<file path="src/rtl/nor_share_arbiter.sv">
// nor_share_arbiter: round-robin sequencer that time-shares one external NOR gate
// among NREQ requesters. Each granted operation latches the requester's operands,
// holds them on the gate for SETTLE_CYCLES, then returns the sampled result tagged
// with the requester id. Every sample is checked against the expected NOR, and any
// mismatch sets a sticky error flag.
//
// Ports:
//   clk, rst_n           clock (rising edge), async active-low reset
//   req, a_in, b_in      per-requester request level and operands
//   gnt                  one-hot grant, 1-cycle pulse
//   nor_a, nor_b         registered drive into the shared gate
//   nor_y                shared gate output
//   rsp_valid/id/y       result strobe, owner id, sampled nor_y
//   busy                 high while an operation is being driven
//   err                  sticky mismatch flag, cleared only by reset
module nor_share_arbiter #(
   parameter int unsigned NREQ          = 4,
   parameter int unsigned SETTLE_CYCLES = 1
) (
   input  logic                      clk,
   input  logic                      rst_n,
   input  logic [NREQ-1:0]           req,
   input  logic [NREQ-1:0]           a_in,
   input  logic [NREQ-1:0]           b_in,
   output logic [NREQ-1:0]           gnt,
   output logic                      nor_a,
   output logic                      nor_b,
   input  logic                      nor_y,
   output logic                      rsp_valid,
   output logic [$clog2(NREQ)-1:0]   rsp_id,
   output logic                      rsp_y,
   output logic                      busy,
   output logic                      err
);

   localparam int unsigned ID_W  = $clog2(NREQ);
   localparam int unsigned CNT_W = (SETTLE_CYCLES > 1) ? $clog2(SETTLE_CYCLES) : 1;

   localparam logic [0:0] IDLE  = 1'b0;
   localparam logic [0:0] DRIVE = 1'b1;

   logic [0:0]       state_q, state_d;
   logic [ID_W-1:0]  rr_ptr_q, rr_ptr_d;
   logic [CNT_W-1:0] cnt_q, cnt_d;
   logic [ID_W-1:0]  id_q, id_d;
   logic [NREQ-1:0]  gnt_q, gnt_d;
   logic             nor_a_q, nor_a_d;
   logic             nor_b_q, nor_b_d;
   logic             rsp_valid_q, rsp_valid_d;
   logic [ID_W-1:0]  rsp_id_q, rsp_id_d;
   logic             rsp_y_q, rsp_y_d;
   logic             err_q, err_d;

   logic [ID_W-1:0]  win_c;
   logic             any_c;

   // Round-robin search: first set request starting at rr_ptr, wrapping mod NREQ.
   always_comb begin
      logic [31:0]     idx;
      logic [ID_W-1:0] cand;
      win_c = '0;
      any_c = 1'b0;
      idx   = '0;
      cand  = '0;
      for (int unsigned i = 0; i < NREQ; i++) begin
         idx  = (32'(rr_ptr_q) + i) % NREQ;
         cand = ID_W'(idx);
         if (!any_c && req[cand]) begin
            any_c = 1'b1;
            win_c = cand;
         end
      end
   end

   // Next-state and registered-output logic.
   always_comb begin
      state_d     = state_q;
      rr_ptr_d    = rr_ptr_q;
      cnt_d       = cnt_q;
      id_d        = id_q;
      gnt_d       = '0;
      nor_a_d     = nor_a_q;
      nor_b_d     = nor_b_q;
      rsp_valid_d = 1'b0;
      rsp_id_d    = rsp_id_q;
      rsp_y_d     = rsp_y_q;
      err_d       = err_q;

      case (state_q)
         IDLE: begin
            if (any_c) begin
               gnt_d    = NREQ'(1) << win_c;
               nor_a_d  = a_in[win_c];
               nor_b_d  = b_in[win_c];
               id_d     = win_c;
               rr_ptr_d = (win_c == ID_W'(NREQ - 1)) ? '0 : win_c + ID_W'(1);
               cnt_d    = CNT_W'(SETTLE_CYCLES - 1);
               state_d  = DRIVE;
            end
         end
         DRIVE: begin
            if (cnt_q != '0) begin
               cnt_d = cnt_q - CNT_W'(1);
            end else begin
               rsp_y_d     = nor_y;
               rsp_id_d    = id_q;
               rsp_valid_d = 1'b1;
               // Result is still reported on mismatch; only the flag records it.
               if (nor_y != ~(nor_a_q | nor_b_q)) err_d = 1'b1;
               state_d = IDLE;
            end
         end
         default: state_d = IDLE;
      endcase
   end

   // State and output registers.
   always_ff @(posedge clk or negedge rst_n) begin
      if (!rst_n) begin
         state_q     <= IDLE;
         rr_ptr_q    <= '0;
         cnt_q       <= '0;
         id_q        <= '0;
         gnt_q       <= '0;
         nor_a_q     <= 1'b0;
         nor_b_q     <= 1'b0;
         rsp_valid_q <= 1'b0;
         rsp_id_q    <= '0;
         rsp_y_q     <= 1'b0;
         err_q       <= 1'b0;
      end else begin
         state_q     <= state_d;
         rr_ptr_q    <= rr_ptr_d;
         cnt_q       <= cnt_d;
         id_q        <= id_d;
         gnt_q       <= gnt_d;
         nor_a_q     <= nor_a_d;
         nor_b_q     <= nor_b_d;
         rsp_valid_q <= rsp_valid_d;
         rsp_id_q    <= rsp_id_d;
         rsp_y_q     <= rsp_y_d;
         err_q       <= err_d;
      end
   end

   assign gnt       = gnt_q;
   assign nor_a     = nor_a_q;
   assign nor_b     = nor_b_q;
   assign rsp_valid = rsp_valid_q;
   assign rsp_id    = rsp_id_q;
   assign rsp_y     = rsp_y_q;
   assign busy      = (state_q == DRIVE);
   assign err       = err_q;

endmodule

</file>
<file path="config.mk">
export PLATFORM = sky130hd
export DESIGN_NAME = nor_share_arbiter
export DESIGN_NICKNAME = d
export VERILOG_FILES = /design/src/rtl/nor_share_arbiter.sv
export SDC_FILE = /design/constraint.sdc
export NUM_CORES = 1
export LEC_CHECK = 0
export CAP_MARGIN = 20
export CORE_MARGIN = 8
export CORE_UTILIZATION = 25
export DETAILED_ROUTE_END_ITERATION = 8
export GPL_ROUTABILITY_DRIVEN = 0
export PLACE_DENSITY = 0.56
export SYNTH_ARGS = -nofsm -noshare
export SYNTH_HDL_FRONTEND = slang
export SYNTH_SLANG_ARGS = --single-unit
</file>
<file path="constraint.sdc">
create_clock -name clk -period 1.4 [get_ports clk]
set_input_delay 0.35 -clock clk [delete_from_list [all_inputs] [get_ports clk]]
set_output_delay 0.35 -clock clk [all_outputs]
set_load 0.03 [all_outputs]
</file>
==> impl_results.html <==
<table>
<tr><th>Metric</th><th>Value</th></tr>
<tr><th colspan="2">STA</th></tr>
<tr><td>Unrepaired setup endpoints after global routing</td><td>true</td></tr>
<tr><td>Slew HR</td><td>75.5%</td></tr>
<tr><td>Post-Route Hold Slack</td><td>0.379 ns</td></tr>
<tr><td>Actual slew at the worst max-slew pin</td><td>0.366 ns</td></tr>
<tr><td>Max-slew violation count</td><td>0</td></tr>
<tr><td>Worst setup margin</td><td>-0.131 ns</td></tr>
<tr><td>Final cycle utilization of the critical path</td><td>109%</td></tr>
<tr><td>Final number of setup-violating endpoints</td><td>6</td></tr>
<tr><td>Hold Fails Final Rpt</td><td>0</td></tr>
<tr><td>Minimum clock period</td><td>1.53 ns</td></tr>
<tr><td>Achievable frequency</td><td>0.653 GHz</td></tr>
<tr><td>Worst-case clock skew</td><td>0.00629 ns</td></tr>
<tr><th colspan="2">Final layout</th></tr>
<tr><td>Area added between synthesis and finish</td><td>62.3%</td></tr>
<tr><td>Layout cells sized above 1</td><td>38.4%</td></tr>
<tr><td>Cell area after layout</td><td>1230 um2</td></tr>
<tr><td>Number of antenna repair diodes</td><td>0</td></tr>
<tr><td>Filler cell count</td><td>286</td></tr>
<tr><td>Net count of the finished layout</td><td>129</td></tr>
<tr><th colspan="2">GRT</th></tr>
<tr><td>Via count of the first global-routing pass</td><td>668</td></tr>
<tr><td>Overall Global Routing Usage</td><td>7.03%</td></tr>
<tr><td>Number of antenna violations at the first check in global routing</td><td>0</td></tr>
<tr><td>Global-route wire length before repair</td><td>2.88 mm</td></tr>
<tr><td>GRT overflow</td><td>0</td></tr>
<tr><td>Pin count of the biggest net entering global routing</td><td>17</td></tr>
<tr><th colspan="2">Floorplanning</th></tr>
<tr><td>Chip Width</td><td>71.0 um</td></tr>
<tr><td>Starting utilization of the core area</td><td>25.4%</td></tr>
<tr><td>Cell Rows</td><td>20</td></tr>
<tr><td>I/O pin cnt</td><td>27</td></tr>
<tr><td>Core Footprint</td><td>2980 um2</td></tr>
<tr><td>Die Outline Area</td><td>5040 um2</td></tr>
<tr><td>Die Height</td><td>71.0 um</td></tr>
<tr><th colspan="2">Synthesis</th></tr>
<tr><td>Area share of the largest cell type after synthesis</td><td>52.9%</td></tr>
<tr><td>Post-synthesis sequential area ratio</td><td>52.9%</td></tr>
<tr><td>Count leader, synth</td><td>dfrtp_1</td></tr>
<tr><td>Commonest cells in the netlist</td><td>dfrtp_1 (16), nand2_1 (9), nor2_1 (8)</td></tr>
<tr><td>Largest area contributor in the synthesized netlist</td><td>dfrtp_1</td></tr>
<tr><td>Synthesized netlist net count</td><td>84</td></tr>
<tr><td>Synthesis Warnings</td><td>0</td></tr>
<tr><td>Count of mapped cells out of synthesis</td><td>68</td></tr>
<tr><td>Leading post-synthesis cells by cell area</td><td>dfrtp_1 (53%), nand2_1 (4.5%), mux2_2 (4.5%)</td></tr>
<tr><td>Flops &amp; latches, synth</td><td>16</td></tr>
<tr><td>Post-synth EDFFs</td><td>0</td></tr>
<tr><td>Async set-or-reset flop fraction in the synthesized netlist</td><td>100%</td></tr>
<tr><td>Total standard cell area after synthesis</td><td>757 um2</td></tr>
<tr><td>Most used flip-flop cell after synthesis</td><td>dfrtp_1</td></tr>
<tr><td>Mapped Avg Cell Area</td><td>11.1 um2</td></tr>
<tr><td>Distinct cells, synth</td><td>25</td></tr>
<tr><th colspan="2">Clocking</th></tr>
<tr><td>CTS tree</td><td>yes</td></tr>
<tr><td>Level count of the clock H-tree</td><td>1</td></tr>
<tr><td>Post-CTS clock slew at the launch and capture registers of the worst setup and hold paths</td><td>0.09 ns</td></tr>
<tr><td>Clock root cell</td><td>clkbuf_4</td></tr>
<tr><td>Hold-fix buffers, CTS</td><td>0</td></tr>
<tr><td>Number of buffers created by CTS</td><td>3</td></tr>
<tr><td>Clk sink count</td><td>16</td></tr>
<tr><td>Buffers from clock root to sink, at most</td><td>2</td></tr>
<tr><td>Insertion delay of the later-clocked pin in the worst-skew pair</td><td>0.28 ns</td></tr>
<tr><th colspan="2">Setup path</th></tr>
<tr><td>Reg2Reg Launch Point</td><td>rr_ptr_q[1]</td></tr>
<tr><td>Setup slack on the worst flop-to-flop path</td><td>-0.13 ns</td></tr>
<tr><td>Buffering stage count on the worst path with inverters included</td><td>1</td></tr>
<tr><td>Capturing element type of the critical path</td><td>flop</td></tr>
<tr><td>Worst path required time</td><td>1.57 ns</td></tr>
<tr><td>Critical path destination</td><td>rr_ptr_q[1]</td></tr>
<tr><td>Peak per-stage delay on the critical path</td><td>0.46 ns</td></tr>
<tr><td>Endpoint of the worst-slack reg-to-reg timing path</td><td>rr_ptr_q[1]</td></tr>
<tr><td>Kind of launch point of the worst setup path</td><td>flop</td></tr>
<tr><td>Cell-by-cell listing of the critical path</td><td>nand2b_1 &gt; a21oi_4 &gt; nor3_4 &gt; buf_4 &gt; ha_1 &gt; nand2_1 &gt; nand2_1</td></tr>
<tr><td>Category of the critical setup timing path</td><td>reg2reg</td></tr>
<tr><td>Start point of the critical path</td><td>rr_ptr_q[1]</td></tr>
<tr><td>Count of cell instances traversed by the critical path</td><td>7</td></tr>
<tr><td>Data arrival time at the worst-slack endpoint</td><td>1.70 ns</td></tr>
<tr><td>Most frequent cell on the critical path</td><td>nand2_1</td></tr>
<tr><td>Master of the slowest instance on the critical path</td><td>dfrtp_2</td></tr>
<tr><td>Category of cells accounting for the largest share of critical-path delay</td><td>flip-flops</td></tr>
<tr><td>Reg2reg path depth</td><td>7</td></tr>
<tr><td>Worst-path maximum fanout</td><td>7</td></tr>
<tr><th colspan="2">Run status</th></tr>
<tr><td>Run status</td><td>finished, violations left</td></tr>
<tr><td>Failing checks</td><td>setup timing</td></tr>
<tr><th colspan="2">Worst hold path</th></tr>
<tr><td>Hold Crit Class</td><td>in2async</td></tr>
<tr><th colspan="2">Power and ir drop</th></tr>
<tr><td>LEAKAGE</td><td>0.585 nW</td></tr>
<tr><td>Power density over the cells</td><td>1710 nW/um2</td></tr>
<tr><td>Maximum resistive drop on vdd</td><td>0.403 mV</td></tr>
<tr><th colspan="2">Drt</th></tr>
<tr><td>Number of DRC markers after the initial detailed-route iteration</td><td>6</td></tr>
<tr><td>Average via count per standard cell</td><td>4.46</td></tr>
<tr><td>Wire length reported by the detailed router</td><td>1.69 mm</td></tr>
<tr><td>Number of detailed-routing iterations run before antenna repair</td><td>2</td></tr>
<tr><td>DRC violation count after routing</td><td>0</td></tr>
<tr><td>Antenna violation net count after detailed routing</td><td>0</td></tr>
<tr><td>Detail-routed net length per standard cell</td><td>11.6 um</td></tr>
<tr><td>Routed vias</td><td>647</td></tr>
<tr><th colspan="2">Placement</th></tr>
<tr><td>Cell area after placement</td><td>1140 um2</td></tr>
<tr><td>Number of I/O port buffers</td><td>26</td></tr>
<tr><td>Final HPWL from detailed placement</td><td>1.44 mm</td></tr>
<tr><th colspan="2">Run</th></tr>
<tr><td>Max-capacitance violation count</td><td>0</td></tr>
</table>
[placed cells by master, fill, tap and decap left out, drive strengths merged]
cell type,synthesis,routed
dlygate4sd2,0,7
nand2,9,9
and4,2,2
mux2,3,3
o211ai,2,2
clkdlybuf4s15,0,2
dfrtp,16,16
buf,0,17
or2,1,1
xor2,1,1
dlymetal6s2s,0,1
a21oi,1,1
nor3b,1,1
nand2b,2,2
o21a,2,2
o21ai,4,4
clkbuf,0,6
inv,1,1
a211oi,1,1
nor2,8,8
mux2i,2,2
nor2b,1,1
o31a,2,2
clkdlybuf4s50,0,11
nor3,2,2
and2b,1,1
and2,1,1
a21o,4,4
ha,1,1
[state kept, by name, summed over array words and instances (netlist names)]
register / flops
nor_b: 1
busy: 1
rr_ptr_q: 2
err: 1
id_q: 2
nor_a: 1
rsp_valid: 1
rsp_y: 1
rsp_id: 2
gnt: 4
[worst min-delay path by stage]
stage	start	to	slack, ns	depth (start not counted)
after floorplan	rst_n	busy	0.05	0
after global placement	err	err	0.44	1
after detailed placement	err	err	0.44	1
after CTS	rst_n	gnt[2]	0.38	2
after global routing	rst_n	gnt[2]	0.39	2
final	rst_n	gnt[2]	0.38	2
[kinds of logic after synthesis]
| family | count (synthesis) | share of synthesized area [%] |
|---|---|---|
| simple gates | 28 | 20.8 |
| compound gates | 16 | 15.9 |
| flops | 16 | 52.9 |
| mux | 5 | 7.11 |
| xor+xnor | 1 | 1.16 |
| buf+inv | 1 | 0.495 |
| fa+ha+maj | 1 | 1.65 |
[report_power, final]
part / internal [mW] / switching [mW] / total [mW]
clock network: 0.158 / 0.138 / 0.296
logic: 0.517 / 0.549 / 1.07
registers: 0.622 / 0.120 / 0.743
total: 1.30 / 0.807 / 2.11
[stage by stage]
stage / total power, mW / utilization [%] / TNS [ns] / cells / setup slack [ns]
global placement: 1.76 / 38.2 / -5.41 / 138 / -0.579
detailed placement: 1.77 / 38.2 / -5.54 / 138 / -0.598
global route: 2.26 / 41.3 / -1.08 / 145 / -0.178
finish: 2.11 / 41.3 / -0.455 / 145 / -0.131
CTS: 2.10 / 40.5 / -0.720 / 144 / -0.156
floorplan: 1.33 / - / -0.0280 / 68 / -0.0280
[per-layer routing]
metal	share of wire [%]	wire length (um)	track usage [%]
met4	0.77	13	3.46
met2	50	846	12.2
met5	0	0	0
met1	41	694	7.34
met3	7.8	131	2.54
[layout make-up]
class	count	area (um2)	area share [%]
Sequential cell	16	403	32.8
Multi-Input combinational cell	51	395	32.2
Timing Repair Buffer	40	349	28.4
Tap cell	33	41.3	3.36
Clock buffer	4	36.3	2.95
Inverter	1	3.75	0.305
[what timing repair did]
| item | in CTS | in global routing |
|---|---|---|
| endpoints found under the hold margin | 0 | 0 |
| buffers inserted | 2 | 1 |
| cloned | 0 | 0 |
| endpoints found under the setup margin | 19 | 14 |
| gates resized for setup | 21 | 12 |
| pin swaps | 2 | 2 |
Note: power is estimated with default switching activity, not from simulation.
